--- config.mk ---
export PLATFORM = sky130hd
export DESIGN_NAME = btn_repeat_ctrl
export DESIGN_NICKNAME = d
export VERILOG_FILES = /design/src/rtl/meikyuu_pkg.sv /design/src/rtl/btn_channel.sv /design/src/rtl/btn_repeat_ctrl.sv
export SDC_FILE = /design/constraint.sdc
export NUM_CORES = 1
export LEC_CHECK = 0
export BUFFER_PORTS_ARGS = -buffer_cell sky130_fd_sc_hd__buf_2
export CAP_MARGIN = 15
export CORE_MARGIN = 3
export CORE_UTILIZATION = 45
export CTS_CLUSTER_DIAMETER = 120
export CTS_CLUSTER_SIZE = 10
export DETAILED_ROUTE_END_ITERATION = 6
export HOLD_SLACK_MARGIN = 0.03
export PLACE_DENSITY = 0.64
export SYNTH_ARGS = -nofsm -noshare
export SYNTH_HDL_FRONTEND = slang
export SYNTH_HIERARCHICAL = 1
export SYNTH_SLANG_ARGS = --single-unit
export TNS_END_PERCENT = 30
--- constraint.sdc ---
create_clock -name CLOCK_50 -period 1.8 [get_ports CLOCK_50]
set_input_delay 0.18 -clock CLOCK_50 [delete_from_list [all_inputs] [get_ports CLOCK_50]]
set_output_delay 0.18 -clock CLOCK_50 [all_outputs]
set_load 0.05 [all_outputs]
--- src/rtl/meikyuu_pkg.sv ---
// meikyuu_pkg -- shared definitions for the button front end.
// Holds the direction indices used to order the button/move/held vectors,
// the per-channel FSM state encoding, the default timing constants for a
// 50 MHz CLOCK_50, and a helper that sizes the repeat timer.
// Auto-repeat is selected at build time by the macro BTN_AUTOREPEAT_EN.
package meikyuu_pkg;

    // Bit positions inside {right, left, down, up} vectors.
    localparam int unsigned UP    = 0;
    localparam int unsigned DOWN  = 1;
    localparam int unsigned LEFT  = 2;
    localparam int unsigned RIGHT = 3;

    // DELAY/REPEAT are used with auto-repeat, HELD without it.
    typedef enum logic [1:0] {
        IDLE   = 2'd0,
        DELAY  = 2'd1,
        REPEAT = 2'd2,
        HELD   = 2'd3
    } btn_state_e;

    localparam int DEF_DEBOUNCE_CYCLES = 500000;    // 10 ms
    localparam int DEF_REPEAT_DELAY    = 25000000;  // 500 ms
    localparam int DEF_REPEAT_RATE     = 5000000;   // 100 ms

    // Width of a timer that must reach max(a, b) - 1.
    function automatic int timer_width(input int a, input int b);
        return $clog2((a > b) ? a : b);
    endfunction

endpackage

--- src/rtl/btn_channel.sv ---
// btn_channel -- one button: 2-flop synchronizer, debounce, press FSM.
// Ports:
//   CLOCK_50  in  system clock, rising edge
//   reset     in  asynchronous active-high reset
//   btn_i     in  raw asynchronous button, active high
//   pulse_o   out single-cycle move pulse (registered)
//   level_o   out debounced level, aligned with pulse_o
// Macro BTN_AUTOREPEAT_EN: when defined, a held button repeats after
// REPEAT_DELAY cycles and then every REPEAT_RATE cycles; otherwise each
// press yields exactly one pulse and no timer is built.
module btn_channel
    import meikyuu_pkg::*;
#(
    parameter int DEBOUNCE_CYCLES = DEF_DEBOUNCE_CYCLES,
    parameter int REPEAT_DELAY    = DEF_REPEAT_DELAY,
    parameter int REPEAT_RATE     = DEF_REPEAT_RATE
) (
    input  logic CLOCK_50,
    input  logic reset,
    input  logic btn_i,
    output logic pulse_o,
    output logic level_o
);

    if (DEBOUNCE_CYCLES < 2 || REPEAT_DELAY < 2 || REPEAT_RATE < 2) begin : g_param_err
        $error("btn_channel: DEBOUNCE_CYCLES, REPEAT_DELAY and REPEAT_RATE must all be >= 2");
    end

    localparam int DB_W = $clog2(DEBOUNCE_CYCLES);

    logic [1:0]      sync_q;
    logic [DB_W-1:0] db_cnt_q, db_cnt_d;
    logic            level_q, level_d;
    logic            held_q;
    logic            pulse_q, pulse_d;
    btn_state_e      state_q, state_d;

`ifdef BTN_AUTOREPEAT_EN
    localparam int TMR_W = timer_width(REPEAT_DELAY, REPEAT_RATE);
    logic [TMR_W-1:0] tmr_q, tmr_d;
`endif

    // Debounce: the level flips on the DEBOUNCE_CYCLES-th consecutive
    // disagreement; any agreeing cycle restarts the count.
    always_comb begin
        db_cnt_d = '0;
        level_d  = level_q;
        if (sync_q[1] != level_q) begin
            if (db_cnt_q == DB_W'(DEBOUNCE_CYCLES - 1)) begin
                level_d = sync_q[1];
            end else begin
                db_cnt_d = db_cnt_q + DB_W'(1);
            end
        end
    end

    // level_q can only be high in IDLE right after a debounced rise, so the
    // level itself serves as the press event.
    always_comb begin
        state_d = state_q;
        pulse_d = 1'b0;
`ifdef BTN_AUTOREPEAT_EN
        tmr_d   = tmr_q;
        case (state_q)
            IDLE: begin
                if (level_q) begin
                    state_d = DELAY;
                    pulse_d = 1'b1;
                    tmr_d   = '0;
                end
            end
            DELAY: begin
                if (!level_q) begin
                    state_d = IDLE;
                    tmr_d   = '0;
                end else if (tmr_q == TMR_W'(REPEAT_DELAY - 1)) begin
                    state_d = REPEAT;
                    pulse_d = 1'b1;
                    tmr_d   = '0;
                end else begin
                    tmr_d = tmr_q + TMR_W'(1);
                end
            end
            REPEAT: begin
                if (!level_q) begin
                    state_d = IDLE;
                    tmr_d   = '0;
                end else if (tmr_q == TMR_W'(REPEAT_RATE - 1)) begin
                    pulse_d = 1'b1;
                    tmr_d   = '0;
                end else begin
                    tmr_d = tmr_q + TMR_W'(1);
                end
            end
            default: begin
                state_d = IDLE;
                tmr_d   = '0;
            end
        endcase
`else
        case (state_q)
            IDLE: begin
                if (level_q) begin
                    state_d = HELD;
                    pulse_d = 1'b1;
                end
            end
            HELD: begin
                if (!level_q) begin
                    state_d = IDLE;
                end
            end
            default: state_d = IDLE;
        endcase
`endif
    end

    always_ff @(posedge CLOCK_50 or posedge reset) begin
        if (reset) begin
            sync_q   <= '0;
            db_cnt_q <= '0;
            level_q  <= 1'b0;
            held_q   <= 1'b0;
            pulse_q  <= 1'b0;
            state_q  <= IDLE;
`ifdef BTN_AUTOREPEAT_EN
            tmr_q    <= '0;
`endif
        end else begin
            sync_q   <= {sync_q[0], btn_i};
            db_cnt_q <= db_cnt_d;
            level_q  <= level_d;
            held_q   <= level_q;
            pulse_q  <= pulse_d;
            state_q  <= state_d;
`ifdef BTN_AUTOREPEAT_EN
            tmr_q    <= tmr_d;
`endif
        end
    end

    assign pulse_o = pulse_q;
    assign level_o = held_q;

endmodule

--- src/rtl/btn_repeat_ctrl.sv ---
// btn_repeat_ctrl -- four debounced direction buttons with move pulses.
// Ports:
//   CLOCK_50                         in  system clock, rising edge
//   reset                            in  asynchronous active-high reset
//   btn_up/down/left/right           in  raw asynchronous buttons
//   move_up/down/left/right          out single-cycle move-request pulses
//   held[3:0]                        out debounced levels {right,left,down,up}
// Macro BTN_AUTOREPEAT_EN enables hold-to-repeat in every channel.
// A move pulse is masked while the opposing button is held; the masked
// channel keeps its schedule, so releasing the opposite button resumes
// pulses at the next scheduled slot.
module btn_repeat_ctrl
    import meikyuu_pkg::*;
#(
    parameter int DEBOUNCE_CYCLES = DEF_DEBOUNCE_CYCLES,
    parameter int REPEAT_DELAY    = DEF_REPEAT_DELAY,
    parameter int REPEAT_RATE     = DEF_REPEAT_RATE
) (
    input  logic       CLOCK_50,
    input  logic       reset,
    input  logic       btn_up,
    input  logic       btn_down,
    input  logic       btn_left,
    input  logic       btn_right,
    output logic       move_up,
    output logic       move_down,
    output logic       move_left,
    output logic       move_right,
    output logic [3:0] held
);

    logic [3:0] btn_vec;
    logic [3:0] pulse_vec;
    logic [3:0] held_vec;

    assign btn_vec = {btn_right, btn_left, btn_down, btn_up};

    for (genvar g = 0; g < 4; g++) begin : g_ch
        btn_channel #(
            .DEBOUNCE_CYCLES(DEBOUNCE_CYCLES),
            .REPEAT_DELAY   (REPEAT_DELAY),
            .REPEAT_RATE    (REPEAT_RATE)
        ) u_ch (
            .CLOCK_50(CLOCK_50),
            .reset   (reset),
            .btn_i   (btn_vec[g]),
            .pulse_o (pulse_vec[g]),
            .level_o (held_vec[g])
        );
    end

    assign move_up    = pulse_vec[UP]    & ~held_vec[DOWN];
    assign move_down  = pulse_vec[DOWN]  & ~held_vec[UP];
    assign move_left  = pulse_vec[LEFT]  & ~held_vec[RIGHT];
    assign move_right = pulse_vec[RIGHT] & ~held_vec[LEFT];
    assign held       = held_vec;

endmodule

==> metrics.csv, run 1 <==
stage,metric,value,unit
critical_path,Worst EP arrival,1.99,ns
sta,slew margin rel.,76.4,%
placement,"worst slack, placed",0.0106,ns
global_routing,global-route wire length before repair,15300,µm
placement,GPL Wtd Cong,0.825,
yosys,register area share after synthesis,52.4,%
sta,part of the cycle the worst path needs,96.7,%
clock_network,cts bufs inserted,9,
yosys,Mean Syn Cell Area,10.7,µm²
hold_path,hold depth,0,
die,# IOs,14,
die,Chip Height,109,µm
yosys,Synth Register Bits,100,
sta,hold_ws,0.361,ns
finish,share of post-route cells with drive strength above 1,19.4,%
hold_path,WHS Endpoint,g_ch[3].u_ch/sync_q[1],
pwr,Clk network pwr share,35.6,%
die,Horiz. Die Dim,109,µm
hold_path,hold crit path type,flip-flop to flip-flop,
yosys,ys flop type,dfrtp_1,
pwr,P per Cell Area,698,nW/µm²
clock_network,Num Clock Sinks,100,
finish,"commonest cells after routing, fill and taps aside","dfrtp_1 (98), nor2_1 (61), xnor2_1 (32)",
global_routing,GR Util All Layers,16.3,%
die,core footprint,10000,µm²
sta,fin worst setup slack,0.0598,ns
critical_path,worst r2r dst,g_ch[1].u_ch/level_q,
sta,max-slew violations,0,
finish,"commonest non-fill, non-tap cell in the layout",dfrtp_1,
drt,Post-route DRC,0,
finish,fillcell total,902,
die,initial core utilization,47.5,%
pwr,Max IR drop VDD,0.528,mV
yosys,area of the mapped netlist,4770,µm²
pwr,total power,3.84,mW
pwr,internal power,2.99,mW
drt,Initial DRC Count,137,
clock_network,htree depth,3,
clock_network,clk root buf,clkbuf_8,
drt,vias per cell,5.30,
critical_path,CP max stage cell,dfrtp_1,
placement,IO buf count,13,
yosys,synth warn,6,
critical_path,crit path kind,flip-flop to flip-flop,
critical_path,crit-path cells,nor4bb_1 > nand2_1 > nor4_1 > mux2_2,
global_routing,initial antenna violation count,0,
drt,WL final,8690,µm
drt,post-detailed-route count of antenna-violating nets,0,
drt,drt first pass iters,4,
clock_network,CTS Buffer Depth,2,
finish,Final Instance Area,5500,µm²
placement,Cells after DPL,606,
sta,RSZ-0062 raised after global routing,yes,
pwr,Net Sw Power,858,µW
critical_path,Reg2Reg Depth,4,
hold_path,hold_sp,g_ch[3].u_ch/sync_q[0],
status,status,finished clean,
yosys,top post-synthesis cells by area,"dfrtp_1 (52%), xnor2_1 (5.9%), xor2_1 (5.3%)",
sta,min Tclk post-route,1.74,ns
finish,final std cells w/o fill,627,
pwr,Sw Ratio,22.3,%
finish,register area,2500,µm²
clock_network,"CTS clk-pin slew, worst paths",0.09,ns
critical_path,delay of the slowest critical-path stage,0.42,ns
pwr,Flop pwr share,59.9,%
job,maxcap violations,0,
finish,final layout net count,503,
sta,clk_skew,0.0116,ns
yosys,top-area cell type share of the netlist area,52.4,%
critical_path,Worst setup EP type,flip-flop,
yosys,post-synthesis async set-or-reset flop share,100,%
die,row cnt,36,
die,overall die area,11900,µm²
yosys,Post-synth EDFFs,0,
placement,HPWL after detailed placement,6070,µm
critical_path,FF-to-FF Start,g_ch[1].u_ch/db_cnt_q[12],
global_routing,largest net degree at the start of global routing,26,
finish,ant diodes,0,
clock_network,CTS tree,yes,
critical_path,CP top delay family,simple AND/OR/NAND/NOR gates,
drt,Routed wire per std cell,13.9,µm
global_routing,vias in the first global route,3321,
sta,Worst-Margin Slew,0.351,ns
sta,highest clock rate,0.575,GHz
yosys,Yosys cell types,37,
finish,Multi-input gate area,2220,µm²
sta,Setup-failing EPs final,0,
pwr,Static Leak,2.36,nW
critical_path,Reg2Reg Setup Slack,0.06,ns
global_routing,global route overflow,0,
sta,setup TNS,0,ns
placement,"Cell Area, Placed",5160,µm²
drt,via count,3321,
sta,Final Hold Vio Count,0,
critical_path,WP buf/inv,0,
yosys,Post-Synthesis Cells,446,
critical_path,Worst EP required,2.05,ns
critical_path,Critical Path Source Type,flip-flop,
yosys,Mapped Nets,460,
pwr,Comb pwr share,4.5,%
yosys,"area leader, netlist",dfrtp_1,
finish,Final Util,54.8,%
clock_network,worst skew pair latency,0.36,ns
critical_path,CP Max Fanout,4,
finish,synthesis-to-layout area growth,15.3,%
metal layers:
layer / vias to the layer above / routed length [µm] / track usage, %
li1: 1638 / - / -
met3: 10 / 277 / 4.09
met1: 1627 / 4080 / 21.9
met4: 0 / 119 / 5.50
met5: - / 0 / 0
met2: 46 / 4210 / 25.7
cells in the mapped netlist, types with 9 or more instances:
master     n
nand3_1   31
nor4_1    14
xor2_1    29
nand4_1   18
xnor2_1   32
and4_1     9
dfrtp_1  100
nor2_1    64
or3_1     11
nand2_1   21
inv_1     19
a21oi_1   15
worst max path at each step:
stage	from	endpoint	slack, ns	depth (start not counted)
2_1_floorplan	g_ch[1].u_ch/db_cnt_q[0]	g_ch[1].u_ch/db_cnt_q[16]	0.03	5
3_3_place_gp	g_ch[1].u_ch/db_cnt_q[12]	g_ch[1].u_ch/level_q	0.02	4
3_5_place_dp	g_ch[3].u_ch/db_cnt_q[0]	g_ch[3].u_ch/db_cnt_q[18]	0.01	5
4_1_cts	g_ch[2].u_ch/db_cnt_q[0]	g_ch[2].u_ch/db_cnt_q[18]	0.01	5
5_1_grt	g_ch[1].u_ch/db_cnt_q[12]	g_ch[1].u_ch/level_q	-0.02	4
6_report	g_ch[1].u_ch/db_cnt_q[12]	g_ch[1].u_ch/level_q	0.06	4
power by group through the flow:
| stage | logic, mW | registers (mW) | clock network (mW) |
|---|---|---|---|
| after floorplan | 0.110 | 2.34 | 0 |
| after global routing | 0.200 | 2.31 | 1.53 |
| after global placement | 0.164 | 2.34 | 0 |
| final | 0.172 | 2.30 | 1.37 |
| after detailed placement | 0.167 | 2.35 | 0 |
| after CTS | 0.176 | 2.30 | 1.43 |
final cells by class:
class	instances	share of cell area (%)
sequential	100	45.5
multi-input combinational	310	40.4
timing repair buffer	49	6.46
tap	133	3.02
clock buffer	12	2.46
inverter	19	1.30
clock inverter	4	0.909
sequential cells by signal (all words and copies together) (netlist names):
name,cells
g_ch.u_ch/level_q,4
g_ch.u_ch/sync_q,8
g_ch.u_ch/state_q,4
g_ch.u_ch/pulse_o,4
g_ch.u_ch/level_o,4
g_ch.u_ch/db_cnt_q,76
kinds of logic (layout without fill, tap and decap cells):
kind of cell | after synthesis | after routing | share of synthesized area [%]
XOR/XNOR | 61 | 61 | 11.2
adder cells (fa/ha/maj) | 8 | 8 | 2.10
AND/OR/NAND/NOR | 203 | 203 | 24.1
flip-flops | 100 | 100 | 52.4
multiplexers | 5 | 5 | 1.15
AO/OA/AOI/OAI | 33 | 33 | 5.74
buffers and inverters | 36 | 84 | 3.28
timing repair:
action / 4_1_cts / 5_1_grt
hold buffers: 5 / 0
setup endpoints to repair: 1 / 53
endpoints found under the hold margin: 104 / 0
setup buffers: 0 / 0
gates resized for setup: 1 / 21
pin swaps: 0 / 1
Note: power is estimated with default switching activity, not from simulation.
==> inputs of run 2 (changes only) <==
- PLACE_DENSITY: 0.64 -> 0.62
- clock period: 1.8 -> 1.9 ns (I/O delays scaled with it)
==> run 2 against run 1 <==
Net effect:
- sequential share of layout area grew 1.4 points
- final cell count shrank 2.2%
- critical path depth grew 1
- register-to-register slack is essentially flat
- power shrank 0.41%
- first-iteration DRC count grew 3.6%
- sequential power shrank 5%
- combinational power shrank 9%
- non-clock buffer count shrank 14
- critical endpoint is now g_ch[1].u_ch/db_cnt_q[18]
==> metrics.csv, run 2 (synthesis results as in run 1) <==
stage,metric,value,unit
die,Chip Height,109,µm
die,core footprint,10000,µm²
drt,Routed wire per std cell,14.0,µm
clock_network,htree depth,3,
critical_path,FF-to-FF Start,g_ch[1].u_ch/db_cnt_q[1],
finish,synthesis-to-layout area growth,11.8,%
pwr,Static Leak,2.28,nW
drt,drt first pass iters,4,
critical_path,Worst EP arrival,2.13,ns
sta,RSZ-0062 raised after global routing,no,
sta,Setup-failing EPs final,0,
sta,setup TNS,0,ns
clock_network,CTS Buffer Depth,2,
sta,fin worst setup slack,0.0645,ns
pwr,Max IR drop VDD,0.372,mV
sta,Final Hold Vio Count,0,
sta,part of the cycle the worst path needs,96.6,%
hold_path,hold depth,0,
pwr,internal power,2.99,mW
pwr,Flop pwr share,57.0,%
status,status,finished clean,
finish,max FFs per register,76,
sta,clk_skew,0.00592,ns
pwr,Sw Ratio,21.8,%
finish,fillcell total,888,
pwr,Clk network pwr share,39.0,%
global_routing,initial antenna violation count,0,
placement,"Cell Area, Placed",5050,µm²
clock_network,CTS tree,yes,
die,overall die area,11900,µm²
pwr,Net Sw Power,836,µW
critical_path,Reg2Reg Depth,5,
sta,highest clock rate,0.545,GHz
placement,"worst slack, placed",0.0556,ns
placement,GPL Wtd Cong,0.805,
die,row cnt,36,
critical_path,Worst setup EP type,flip-flop,
global_routing,largest net degree at the start of global routing,26,
clock_network,"CTS clk-pin slew, worst paths",0.09,ns
clock_network,Num Clock Sinks,100,
hold_path,hold crit path type,flip-flop to flip-flop,
clock_network,cts bufs inserted,9,
critical_path,Worst EP required,2.20,ns
finish,Final Util,53.1,%
die,Horiz. Die Dim,109,µm
critical_path,crit path kind,flip-flop to flip-flop,
finish,final std cells w/o fill,613,
sta,slew margin rel.,76.1,%
finish,Final Instance Area,5340,µm²
finish,register area,2500,µm²
global_routing,global route overflow,0,
pwr,Comb pwr share,4.1,%
global_routing,GR Util All Layers,15.9,%
drt,Post-route DRC,0,
finish,share of post-route cells with drive strength above 1,14.6,%
finish,ant diodes,0,
finish,"commonest non-fill, non-tap cell in the layout",dfrtp_1,
clock_network,worst skew pair latency,0.37,ns
drt,post-detailed-route count of antenna-violating nets,0,
finish,"commonest cells after routing, fill and taps aside","dfrtp_1 (99), nor2_1 (64), xnor2_1 (32)",
finish,Multi-input gate area,2130,µm²
die,initial core utilization,47.5,%
drt,via count,3313,
critical_path,Critical Path Source Type,flip-flop,
drt,WL final,8560,µm
placement,IO buf count,13,
pwr,P per Cell Area,718,nW/µm²
global_routing,global-route wire length before repair,14900,µm
critical_path,Worst setup startpoint,g_ch[1].u_ch/db_cnt_q[1],
finish,final layout net count,489,
finish,Regs by FF count,"g_ch.u_ch/db_cnt_q (76), g_ch.u_ch/sync_q (8)",
sta,max-slew violations,0,
clock_network,Setup Buffers After CTS,0,
drt,Initial DRC Count,142,
die,# IOs,14,
critical_path,worst r2r dst,g_ch[1].u_ch/db_cnt_q[18],
job,maxcap violations,0,
hold_path,WHS Endpoint,g_ch[1].u_ch/sync_q[1],
clock_network,clk root buf,clkbuf_8,
critical_path,CP Max Fanout,4,
critical_path,Reg2Reg Setup Slack,0.06,ns
placement,HPWL after detailed placement,5890,µm
global_routing,vias in the first global route,3292,
hold_path,hold_sp,g_ch[1].u_ch/sync_q[0],
drt,vias per cell,5.40,
sta,Worst-Margin Slew,0.356,ns
finish,Top reg by flops,g_ch.u_ch/db_cnt_q,
placement,Cells after DPL,592,
sta,min Tclk post-route,1.84,ns
[run 2: area by class of cell]
cell class                      count  area share (%)
Clock buffer                       12            2.72
Tap cell                          133            3.12
Timing Repair Buffer               35            4.55
Clock inverter                      4            1.36
Inverter                           19            1.34
Multi-Input combinational cell    310            40.0
Sequential cell                   100            46.9
[run 2: stage by stage]
step	power (mW)	hold slack [ns]
2_1_floorplan	2.32	0.217
3_3_place_gp	2.37	0.283
3_5_place_dp	2.37	0.284
4_1_cts	3.90	0.358
5_1_grt	4.01	0.365
6_report	3.83	0.355
[run 2: per-layer routing]
metal | vias up | GRT usage [%] | wire, µm
met5 | - | 0 | 0
met4 | 0 | 5.50 | 129
met3 | 13 | 4.68 | 258
met2 | 44 | 25.7 | 4170
met1 | 1646 | 20.5 | 4000
li1 | 1610 | - | -
[run 2: power by group through the flow]
stage | Clock, mW | Combinational (mW) | Sequential [mW]
floorplan | 0 | 0.103 | 2.22
global placement | 0 | 0.148 | 2.22
detailed placement | 0 | 0.150 | 2.22
CTS | 1.56 | 0.160 | 2.18
global route | 1.64 | 0.180 | 2.19
finish | 1.49 | 0.156 | 2.18
[run 2: repair_timing]
action	4_1_cts	5_1_grt
setup endpoints to repair	0	11
hold endpoints to repair	104	0
resized for setup	0	5
hold buffers	5	0
[run 2: worst max-delay path: stages (launching register included)]
cell	delay [ns]
dfrtp_1	0.40
ha_2	0.22
nand4_4	0.11
or4_4	0.56
or3_1	0.33
a21oi_1	0.15
[run 2: how the worst max path moves through the flow]
stage | endpoint | slack, ns | cells past startpoint
global placement | g_ch[1].u_ch/db_cnt_q[18] | 0.13 | 5
global route | g_ch[1].u_ch/db_cnt_q[16] | 0.0006 | 5
finish | g_ch[1].u_ch/db_cnt_q[18] | 0.06 | 5
detailed placement | g_ch[1].u_ch/db_cnt_q[16] | 0.06 | 5
CTS | g_ch[0].u_ch/db_cnt_q[18] | 0.03 | 5
floorplan | g_ch[1].u_ch/db_cnt_q[16] | 0.03 | 5
